`config.mk`:
```
export PLATFORM = sky130hd
export DESIGN_NAME = pwm_gen_multi
export DESIGN_NICKNAME = d
export VERILOG_FILES = /design/src/rtl/pwm_gen_multi.sv
export SDC_FILE = /design/constraint.sdc
export NUM_CORES = 1
export LEC_CHECK = 0
export CAP_MARGIN = 10
export CORE_MARGIN = 1.5
export CORE_UTILIZATION = 30
export CTS_BUF_LIST = sky130_fd_sc_hd__clkbuf_8
export DETAILED_ROUTE_END_ITERATION = 12
export DONT_BUFFER_PORTS = 1
export GPL_TIMING_DRIVEN = 0
export HOLD_SLACK_MARGIN = 0.06
export PLACE_DENSITY_LB_ADDON = 0.08
export SYNTH_ARGS = -nofsm -noshare
export SYNTH_HDL_FRONTEND = slang
export SYNTH_SLANG_ARGS = --single-unit
export TNS_END_PERCENT = 5
```
`constraint.sdc`:
```
create_clock -name i_clk50 -period 2.4 [get_ports i_clk50]
set_input_delay 0.72 -clock i_clk50 [delete_from_list [all_inputs] [get_ports i_clk50]]
set_output_delay 0.72 -clock i_clk50 [all_outputs]
set_load 0.05 [all_outputs]
```
`src/rtl/pwm_gen_multi.sv`:
```
// Multi-channel PWM / one-shot pulse generator. Each channel has double-buffered
// period/duty/mode settings that switch over only in IDLE or on the last cycle of a period.
module pwm_gen_multi #(
  parameter int unsigned CH    = 4,
  parameter int unsigned WIDTH = 8,
  parameter int unsigned CH_W  = 4
) (
  input  logic             i_clk50,
  input  logic             i_rst_n,
  input  logic [CH-1:0]    i_en,
  input  logic             i_cfg_we,
  input  logic [CH_W-1:0]  i_cfg_ch,
  input  logic [WIDTH-1:0] i_cfg_period,
  input  logic [WIDTH-1:0] i_cfg_duty,
  input  logic             i_cfg_mode,
  output logic             o_cfg_ack,
  output logic [CH-1:0]    o_pwm,
  output logic [CH-1:0]    o_tick,
  output logic [CH-1:0]    o_done,
  output logic [CH-1:0]    o_busy
);

  typedef struct packed {
    logic [WIDTH-1:0] period;
    logic [WIDTH-1:0] duty;
    logic             mode;
  } cfg_t;

  typedef enum logic [1:0] {
    ST_IDLE = 2'd0,
    ST_RUN  = 2'd1,
    ST_HOLD = 2'd2
  } state_t;

  cfg_t w_cfg_in;
  logic w_ch_valid;
  logic r_cfg_ack;

  assign w_cfg_in   = {i_cfg_period, i_cfg_duty, i_cfg_mode};
  assign w_ch_valid = (32'(i_cfg_ch) < CH);

  // Acknowledge only writes that target an existing channel
  always_ff @(posedge i_clk50 or negedge i_rst_n) begin
    if (!i_rst_n) r_cfg_ack <= 1'b0;
    else          r_cfg_ack <= i_cfg_we && w_ch_valid;
  end

  assign o_cfg_ack = r_cfg_ack;

  for (genvar g = 0; g < CH; g++) begin : g_ch
    state_t           r_state, w_state_nxt;
    logic [WIDTH-1:0] r_cnt, w_cnt_nxt;
    cfg_t             r_act, w_act_nxt;
    cfg_t             r_shd, w_shd_nxt;
    cfg_t             w_shd_eff;
    logic             r_pend, w_pend_nxt;
    logic             w_wr, w_at_end, w_load;
    logic             r_pwm, r_tick, r_done, r_busy;
    logic             w_pwm_nxt, w_tick_nxt, w_done_nxt;

    assign w_wr      = i_cfg_we && (32'(i_cfg_ch) == 32'(g));
    // A write in the same cycle as a boundary is forwarded straight to the active set
    assign w_shd_eff = w_wr ? w_cfg_in : r_shd;
    assign w_at_end  = (r_cnt == r_act.period);

    always_ff @(posedge i_clk50 or negedge i_rst_n) begin
      if (!i_rst_n) begin
        r_state <= ST_IDLE;
        r_cnt   <= '0;
        r_act   <= '0;
        r_shd   <= '0;
        r_pend  <= 1'b0;
        r_pwm   <= 1'b0;
        r_tick  <= 1'b0;
        r_done  <= 1'b0;
        r_busy  <= 1'b0;
      end else begin
        r_state <= w_state_nxt;
        r_cnt   <= w_cnt_nxt;
        r_act   <= w_act_nxt;
        r_shd   <= w_shd_nxt;
        r_pend  <= w_pend_nxt;
        r_pwm   <= w_pwm_nxt;
        r_tick  <= w_tick_nxt;
        r_done  <= w_done_nxt;
        r_busy  <= (w_state_nxt == ST_RUN);
      end
    end

    always_comb begin
      w_state_nxt = r_state;
      w_cnt_nxt   = r_cnt;
      w_act_nxt   = r_act;
      w_shd_nxt   = w_shd_eff;
      w_pend_nxt  = r_pend | w_wr;
      w_load      = 1'b0;
      w_pwm_nxt   = 1'b0;
      w_tick_nxt  = 1'b0;
      w_done_nxt  = 1'b0;
      unique case (r_state)
        ST_IDLE: begin
          w_load    = 1'b1;
          w_cnt_nxt = '0;
          if (i_en[g]) w_state_nxt = ST_RUN;
        end
        ST_RUN: begin
          if (!i_en[g]) begin
            w_state_nxt = ST_IDLE;
            w_cnt_nxt   = '0;
          end else begin
            w_pwm_nxt = (r_cnt < r_act.duty);
            if (w_at_end) begin
              w_tick_nxt = 1'b1;
              w_load     = 1'b1;
              w_cnt_nxt  = '0;
              if (r_act.mode) begin
                w_done_nxt  = 1'b1;
                w_state_nxt = ST_HOLD;
              end
            end else begin
              w_cnt_nxt = r_cnt + WIDTH'(1);
            end
          end
        end
        ST_HOLD: begin
          w_cnt_nxt = '0;
          if (!i_en[g]) w_state_nxt = ST_IDLE;
        end
        default: begin
          w_state_nxt = ST_IDLE;
          w_cnt_nxt   = '0;
        end
      endcase
      if (w_load && (r_pend || w_wr)) begin
        w_act_nxt  = w_shd_eff;
        w_pend_nxt = 1'b0;
      end
    end

    assign o_pwm[g]  = r_pwm;
    assign o_tick[g] = r_tick;
    assign o_done[g] = r_done;
    assign o_busy[g] = r_busy;
  end

endmodule
```
==> flow_summary_export.csv, run 1 <==
group,metric,value,unit
run_status,status,"finished with violations",
run_status,violations,"hold timing",
synthesis,synth-simple-area-share,14.9,%
detailed_routing,ant_nets,0,
placement,portBuffers,0,
timing,fmax,463,MHz
detailed_routing,drtIter0Drc,493,
synthesis,synth.avg_cell_area,10.1,um2
synthesis,synth-seq-cells,197,
synthesis,synthAdderAreaFrac,3.81,%
timing,fin_tns_setup,0,ns
floorplanning,core_area,34500,um2
floorplanning,die_w,190,um
synthesis,muxShareOfSynthArea,7.28,%
synthesis,synth_top_family_by_area,"compound AO/OA/AOI/OAI gates",
synthesis,synth_area_leader_cell,"dfrtp_1",
global_routing,grt_max_degree,198,
detailed_routing,first_pass_iters,5,
floorplanning,dieArea,36200,um2
clocking,numCtsBuffers,17,
finish,fin_cells,1531,
detailed_routing,detail_route.wirelength,29900,um
power_and_ir_drop,leakagePower,4.91,nW
global_routing,grt.overflow.total,0,
synthesis,synth_edf_count,0,
worst_setup_path,critPathMaxFanout,10,
clocking,cts_tree,"done",
finish,utilization,33.3,%
detailed_routing,via_per_inst,5.04,
power_and_ir_drop,power_density,722,nW/um2
timing,relSlewSlack,52.1,%
synthesis,synth_compound_area_share,16.4,%
timing,fin_crit_sh,90.0,%
clocking,cts.sinks,197,
worst_setup_path,worstSetupPathType,"reg2reg",
synthesis,synth_xor_xnor_area_share,4.66,%
placement,placed_cells,1499,
clocking,cts_setup_buffers,0,
detailed_routing,routedWlPerCell,19.5,um
global_routing,grt_pass1_vias,7671,
worst_setup_path,r2r_start,"g_ch[1].r_cnt[2]$_DFF_PN0_",
synthesis,ys_warn_count,0,
global_routing,grtUsageTotal,17.2,%
run,drv_cap,0,
worst_setup_path,r2r_cells,5,
worst_setup_path,ff2ff_setup_slack,0.24,ns
timing,setup_violations,0,
timing,fin_ws,0.240,ns
synthesis,syn-cell-area,10500,um2
worst_setup_path,crit_required,2.79,ns
clocking,clock_latency,0.51,ns
timing,min_period,2.16,ns
worst_setup_path,cp-start-kind,"register",
clocking,root_buffer,"clkbuf_8",
global_routing,grt_pass1_wl,46900,um
finish,fin_nets,1123,
synthesis,synth_top_area_share,46.9,%
placement,place_congestion,0.751,
worst_setup_path,endpoint,"g_ch[1].r_pend$_DFF_PN0_",
worst_setup_path,worstReg2RegEnd,"g_ch[1].r_pend$_DFF_PN0_",
synthesis,yosysMostFrequentCell,"dfrtp_1",
hold_path,hp-class,"in2async",
floorplanning,start_util,30.4,%
timing,finClkSkew,0.0158,ns
power_and_ir_drop,finalPower,8.30,mW
placement,hpwlAfterDp,20500,um
timing,holdWs,-0.0914,ns
synthesis,synth_area_leaders,"dfrtp_1 47%, mux2_2 7.2%, a21oi_1 4.6%",
worst_setup_path,worst_ep_arrival_time,2.55,ns
placement,preCtsSetupSlack,-0.298,ns
synthesis,async_reset_ff_share,100,%
timing,rsz0062_at_grt,"no",
finish,drive_above_1_share,12.6,%
worst_setup_path,critPathLaunch,"g_ch[1].r_cnt[2]$_DFF_PN0_",
timing,hold_viol,197,
worst_setup_path,endpoint_kind,"register",
synthesis,synth.net_count,1104,
floorplanning,ios,45,
clocking,max-clock-path-buffers,2,
clocking,path_clk_slew,0.11,ns
synthesis,yosysSeqAreaShare,46.9,%
timing,tightest_slew,0.713,ns
timing,slew_violations,0,
floorplanning,fp.dieH,190,um
detailed_routing,vias,7713,
floorplanning,rows,68,
detailed_routing,drc_errors,0,
power_and_ir_drop,peakVddDrop,0.443,mV
synthesis,synth_ff_type,"dfrtp_1",
synthesis,synth.distinct_cells,47,
finish,area_growth,9.33,%
synthesis,synthCells,1044,
synthesis,yosys-top-cells-count,"197 x dfrtp_1, 96 x a21oi_1, 72 x nor2b_1",
global_routing,grt_antenna_before_repair,0,
clocking,htree_levels,4,
## kinds of logic after synthesis
family / after synthesis
xor gates and xnor gates: 56
DFF: 197
AOI/OAI and AO/OA: 279
muxes: 68
and+or+nand+nor: 268
buffers and inverters: 144
adders and majority gates: 32
## state kept, by name, summed over array words and instances (netlist names)
register,count
g_ch.r_shd,68
g_ch.r_tick,4
g_ch.r_cnt,32
g_ch.r_busy,4
o_cfg_ack,1
g_ch.r_pend,4
g_ch.r_done,4
g_ch.r_state,8
g_ch.r_pwm,4
g_ch.r_act,68
## critical path, cell delays in order (launching register included)
cell and delay (ns):
dfrtp_1 0.49, xnor2_1 0.19, nand4_1 0.19, o21ai_1 0.62
clkbuf_1 0.43, a21oi_1 0.13
## what timing repair did
item,CTS,global route
hold endpoints to repair,197,197
gates resized for setup,0,3
endpoints found under the setup margin,0,13
## metrics by stage
stage,area (um2),hold slack (ns)
2_1_floorplan,10500,0.424
3_3_place_gp,11100,0.435
3_5_place_dp,11100,0.436
4_1_cts,11500,-0.125
5_1_grt,11500,-0.145
6_report,11500,-0.0914
## area by class of cell
cell class	instances	area [um2]
fillers	3678	23000
diodes	1	2.50
multi-input cells	703	4960
inverters	60	225
clock inverters	14	164
clock buffers	17	234
flip-flops and latches	197	4930
plain buffers	84	417
well taps	455	569
## cell usage in the layout (no fill, tap or decap), drive strengths merged, types with 3 or more instances in the layout
cell    netlist  layout
nand4         8       8
a22oi        20      20
nand3        24      24
and3         12      12
ha           32      32
a21o         10      10
o21a          4       4
a21oi        96      96
or3          70      70
nand2b        7       7
a32oi        48      48
o21ai        76      76
nand3b        3       3
xnor2        36      36
nand2        10      10
or4b          3       3
dfrtp       197     197
clkinv        0       7
and2          4       4
nor2b        72      72
a211oi        4       4
nor2         44      44
mux2         68      68
buf          33      33
xor2         20      20
a31oi         8       8
clkbuf       51      68
inv          60      63
o31ai         6       6
bufinv        0       3
## worst min-delay path by stage
| stage | from | to | slack (ns) |
|---|---|---|---|
| 2_1_floorplan | i_rst_n | g_ch[0].r_act[0]$_DFFE_PN0P_ | 0.42 |
| 3_3_place_gp | i_rst_n | g_ch[1].r_pwm$_DFF_PN0_ | 0.44 |
| 3_5_place_dp | i_rst_n | g_ch[1].r_pwm$_DFF_PN0_ | 0.44 |
| 4_1_cts | i_rst_n | g_ch[1].r_cnt[1]$_DFF_PN0_ | -0.12 |
| 5_1_grt | i_rst_n | g_ch[3].r_state[0]$_DFF_PN0_ | -0.15 |
| 6_report | i_rst_n | g_ch[1].r_cnt[4]$_DFF_PN0_ | -0.09 |
## report_power, final
group	total, mW	leakage (nW)	switching (mW)	internal, mW
Clock	2.29	0.208	1.27	1.02
Combinational	1.55	2.31	0.762	0.784
Sequential	4.46	2.39	0.420	4.04
## routing by layer
| metal | global-route usage (%) | share of wire (%) | vias to the layer above |
|---|---|---|---|
| met5 | 0 | 0 | - |
| met4 | 4.75 | 1.1 | 0 |
| met3 | 3.24 | 3.5 | 16 |
| met2 | 26.9 | 46 | 88 |
| met1 | 24.3 | 49 | 3864 |
| li1 | - | - | 3745 |
Note: power is estimated with default switching activity, not from simulation.
==> run 2, diff against run 1 <==
--- a/config.mk
+++ b/config.mk
@@ -11,9 +11,10 @@
 export CTS_BUF_LIST = sky130_fd_sc_hd__clkbuf_8
 export DETAILED_ROUTE_END_ITERATION = 12
 export DONT_BUFFER_PORTS = 1
-export GPL_TIMING_DRIVEN = 0
+export GPL_TIMING_DRIVEN = 1
 export HOLD_SLACK_MARGIN = 0.06
 export PLACE_DENSITY_LB_ADDON = 0.08
+export SLEW_MARGIN = 30
 export SYNTH_ARGS = -nofsm -noshare
 export SYNTH_HDL_FRONTEND = slang
 export SYNTH_SLANG_ARGS = --single-unit
==> run 2 against run 1 <==
Fmax increased by 6.3%; the flow still finishes with violations (hold timing); core utilization decreased by 0.38 points; combinational power decreased by 3%; sequential share of layout area increased by 0.50 points.
==> flow_summary_export.csv, run 2 (synthesized netlist as in run 1, its figures left out) <==
group,metric,value,unit
run_status,status,"finished with violations",
run_status,violations,"hold timing",
timing,fin_ws,0.369,ns
worst_setup_path,cp_slowest_stage_delay,0.58,ns
worst_setup_path,crit_chain,"xnor2_1 -> nand4_1 -> or4_1 -> buf_4 -> a32oi_1",
floorplanning,core_area,34500,um2
timing,finClkSkew,0.0126,ns
detailed_routing,drc_errors,0,
finish,area_growth,8.08,%
clocking,htree_levels,4,
power_and_ir_drop,power_density,715,nW/um2
finish,final_common_cell,"dfrtp_1",
timing,fmax,492,MHz
finish,fillers,3623,
finish,utilization,32.9,%
detailed_routing,routed-wl-met2,12900,um
floorplanning,fp.dieH,190,um
detailed_routing,vias,7318,
clocking,cts_tree,"done",
timing,min_period,2.03,ns
floorplanning,rows,68,
placement,placed_cells,1448,
clocking,path_clk_slew,0.10,ns
timing,fin_crit_sh,84.6,%
floorplanning,die_w,190,um
timing,holdWs,-0.0713,ns
finish,design_area,11400,um2
clocking,root_buffer,"clkbuf_8",
detailed_routing,via_per_inst,4.94,
hold_path,hp-class,"in2async",
placement,place_congestion,0.725,
finish,fin_nets,1072,
finish,reg.largest.list,"g_ch.r_act x68, g_ch.r_shd x68, g_ch.r_cnt x32",
detailed_routing,first_pass_iters,6,
worst_setup_path,worst_path_max_delay_cell,"or4_1",
floorplanning,ios,45,
worst_setup_path,crit_required,2.80,ns
finish,drive_above_1_share,13.3,%
power_and_ir_drop,peakVddDrop,0.346,mV
detailed_routing,highest_layer,"met4",
clocking,cts.sinks,197,
finish,layout_common_cells,"197 x dfrtp_1, 96 x a21oi_1, 72 x nor2b_1, 70 x or3_1, 68 x o21ai_0",
global_routing,grt_max_degree,198,
finish,multi_input_area,4950,um2
clocking,numCtsBuffers,17,
placement,place_area,11000,um2
detailed_routing,drtIter0Drc,293,
placement,preCtsSetupSlack,0.0595,ns
worst_setup_path,cp-start-kind,"register",
worst_setup_path,critPathMaxFanout,17,
floorplanning,start_util,30.4,%
timing,fin_tns_setup,0,ns
detailed_routing,routedWlPerCell,18.6,um
worst_setup_path,endpoint_kind,"register",
clocking,cts_resized,0,
timing,tightest_slew,0.641,ns
floorplanning,dieArea,36200,um2
global_routing,grt_pass1_wl,44900,um
global_routing,grt.overflow.total,0,
clocking,cts_setup_buffers,0,
finish,fin_cells,1481,
timing,hold_viol,174,
detailed_routing,route.met3.wl,588,um
run,drv_cap,0,
global_routing,grt_pass1_vias,7293,
timing,setup_violations,0,
finish,final-seq-area,4930,um2
placement,hpwlAfterDp,17700,um
placement,portBuffers,0,
worst_setup_path,worst_ep_arrival_time,2.43,ns
timing,slew_violations,0,
worst_setup_path,worstSetupPathType,"reg2reg",
power_and_ir_drop,leakagePower,4.87,nW
global_routing,grtUsageTotal,16.1,%
timing,rsz0062_at_grt,"no",
global_routing,grt_antenna_before_repair,2,
detailed_routing,detail_route.wirelength,27500,um
power_and_ir_drop,finalPower,8.12,mW
clocking,clock_latency,0.49,ns
clocking,max-clock-path-buffers,2,
detailed_routing,m1WireLength,13600,um
timing,relSlewSlack,57.0,%
detailed_routing,ant_nets,0,
run 2: per-layer routing:
metal  vias up  global-route usage [%]
met5         -                       0
met4         0                    4.60
met3        23                    2.69
met2        60                    25.5
met1      3600                    22.5
li1       3635                       -
run 2: where the power goes:
group	internal [mW]	switching, mW	leakage [nW]
combinational	0.787	0.710	2.29
clock	0.902	1.25	0.185
sequential	4.04	0.438	2.39
run 2: area by class of cell:
cell class              count  share of cell area, %
inverters                  60                   1.98
flip-flops and latches    197                   43.4
repair buffers             33                   2.73
well taps                 455                   5.01
clock buffers              20                   2.42
multi-input cells         703                   43.6
clock inverters            12                  0.914
diodes                      1                 0.0220
run 2: final timing paths:
kind,slack [ns],to,depth (start not counted),from
worst max-delay path,0.37,g_ch[3].r_act[10]$_DFFE_PN0P_,5,g_ch[3].r_cnt[1]$_DFF_PN0_
worst min-delay path,-0.07,g_ch[1].r_pwm$_DFF_PN0_,0,i_rst_n
worst max register to register,0.37,g_ch[3].r_act[10]$_DFFE_PN0P_,5,g_ch[3].r_cnt[1]$_DFF_PN0_
worst min register to register,0.50,g_ch[0].r_shd[8]$_DFF_PN0_,1,g_ch[0].r_shd[8]$_DFF_PN0_
max in group asynchronous,2.14,g_ch[0].r_act[8]$_DFFE_PN0P_,0,i_rst_n
min in group i_clk50,0.29,o_cfg_ack$_DFF_PN0_,1,i_cfg_ch[3]
run 2: critical path: cells and delay by family, from the launching register on:
kind                      cells  cell delay, ns
and+or+nand+nor               2            0.87
DFF                           1            0.47
AOI/OAI and AO/OA             1            0.22
buffers and inverters         1            0.21
xor gates and xnor gates      1            0.18
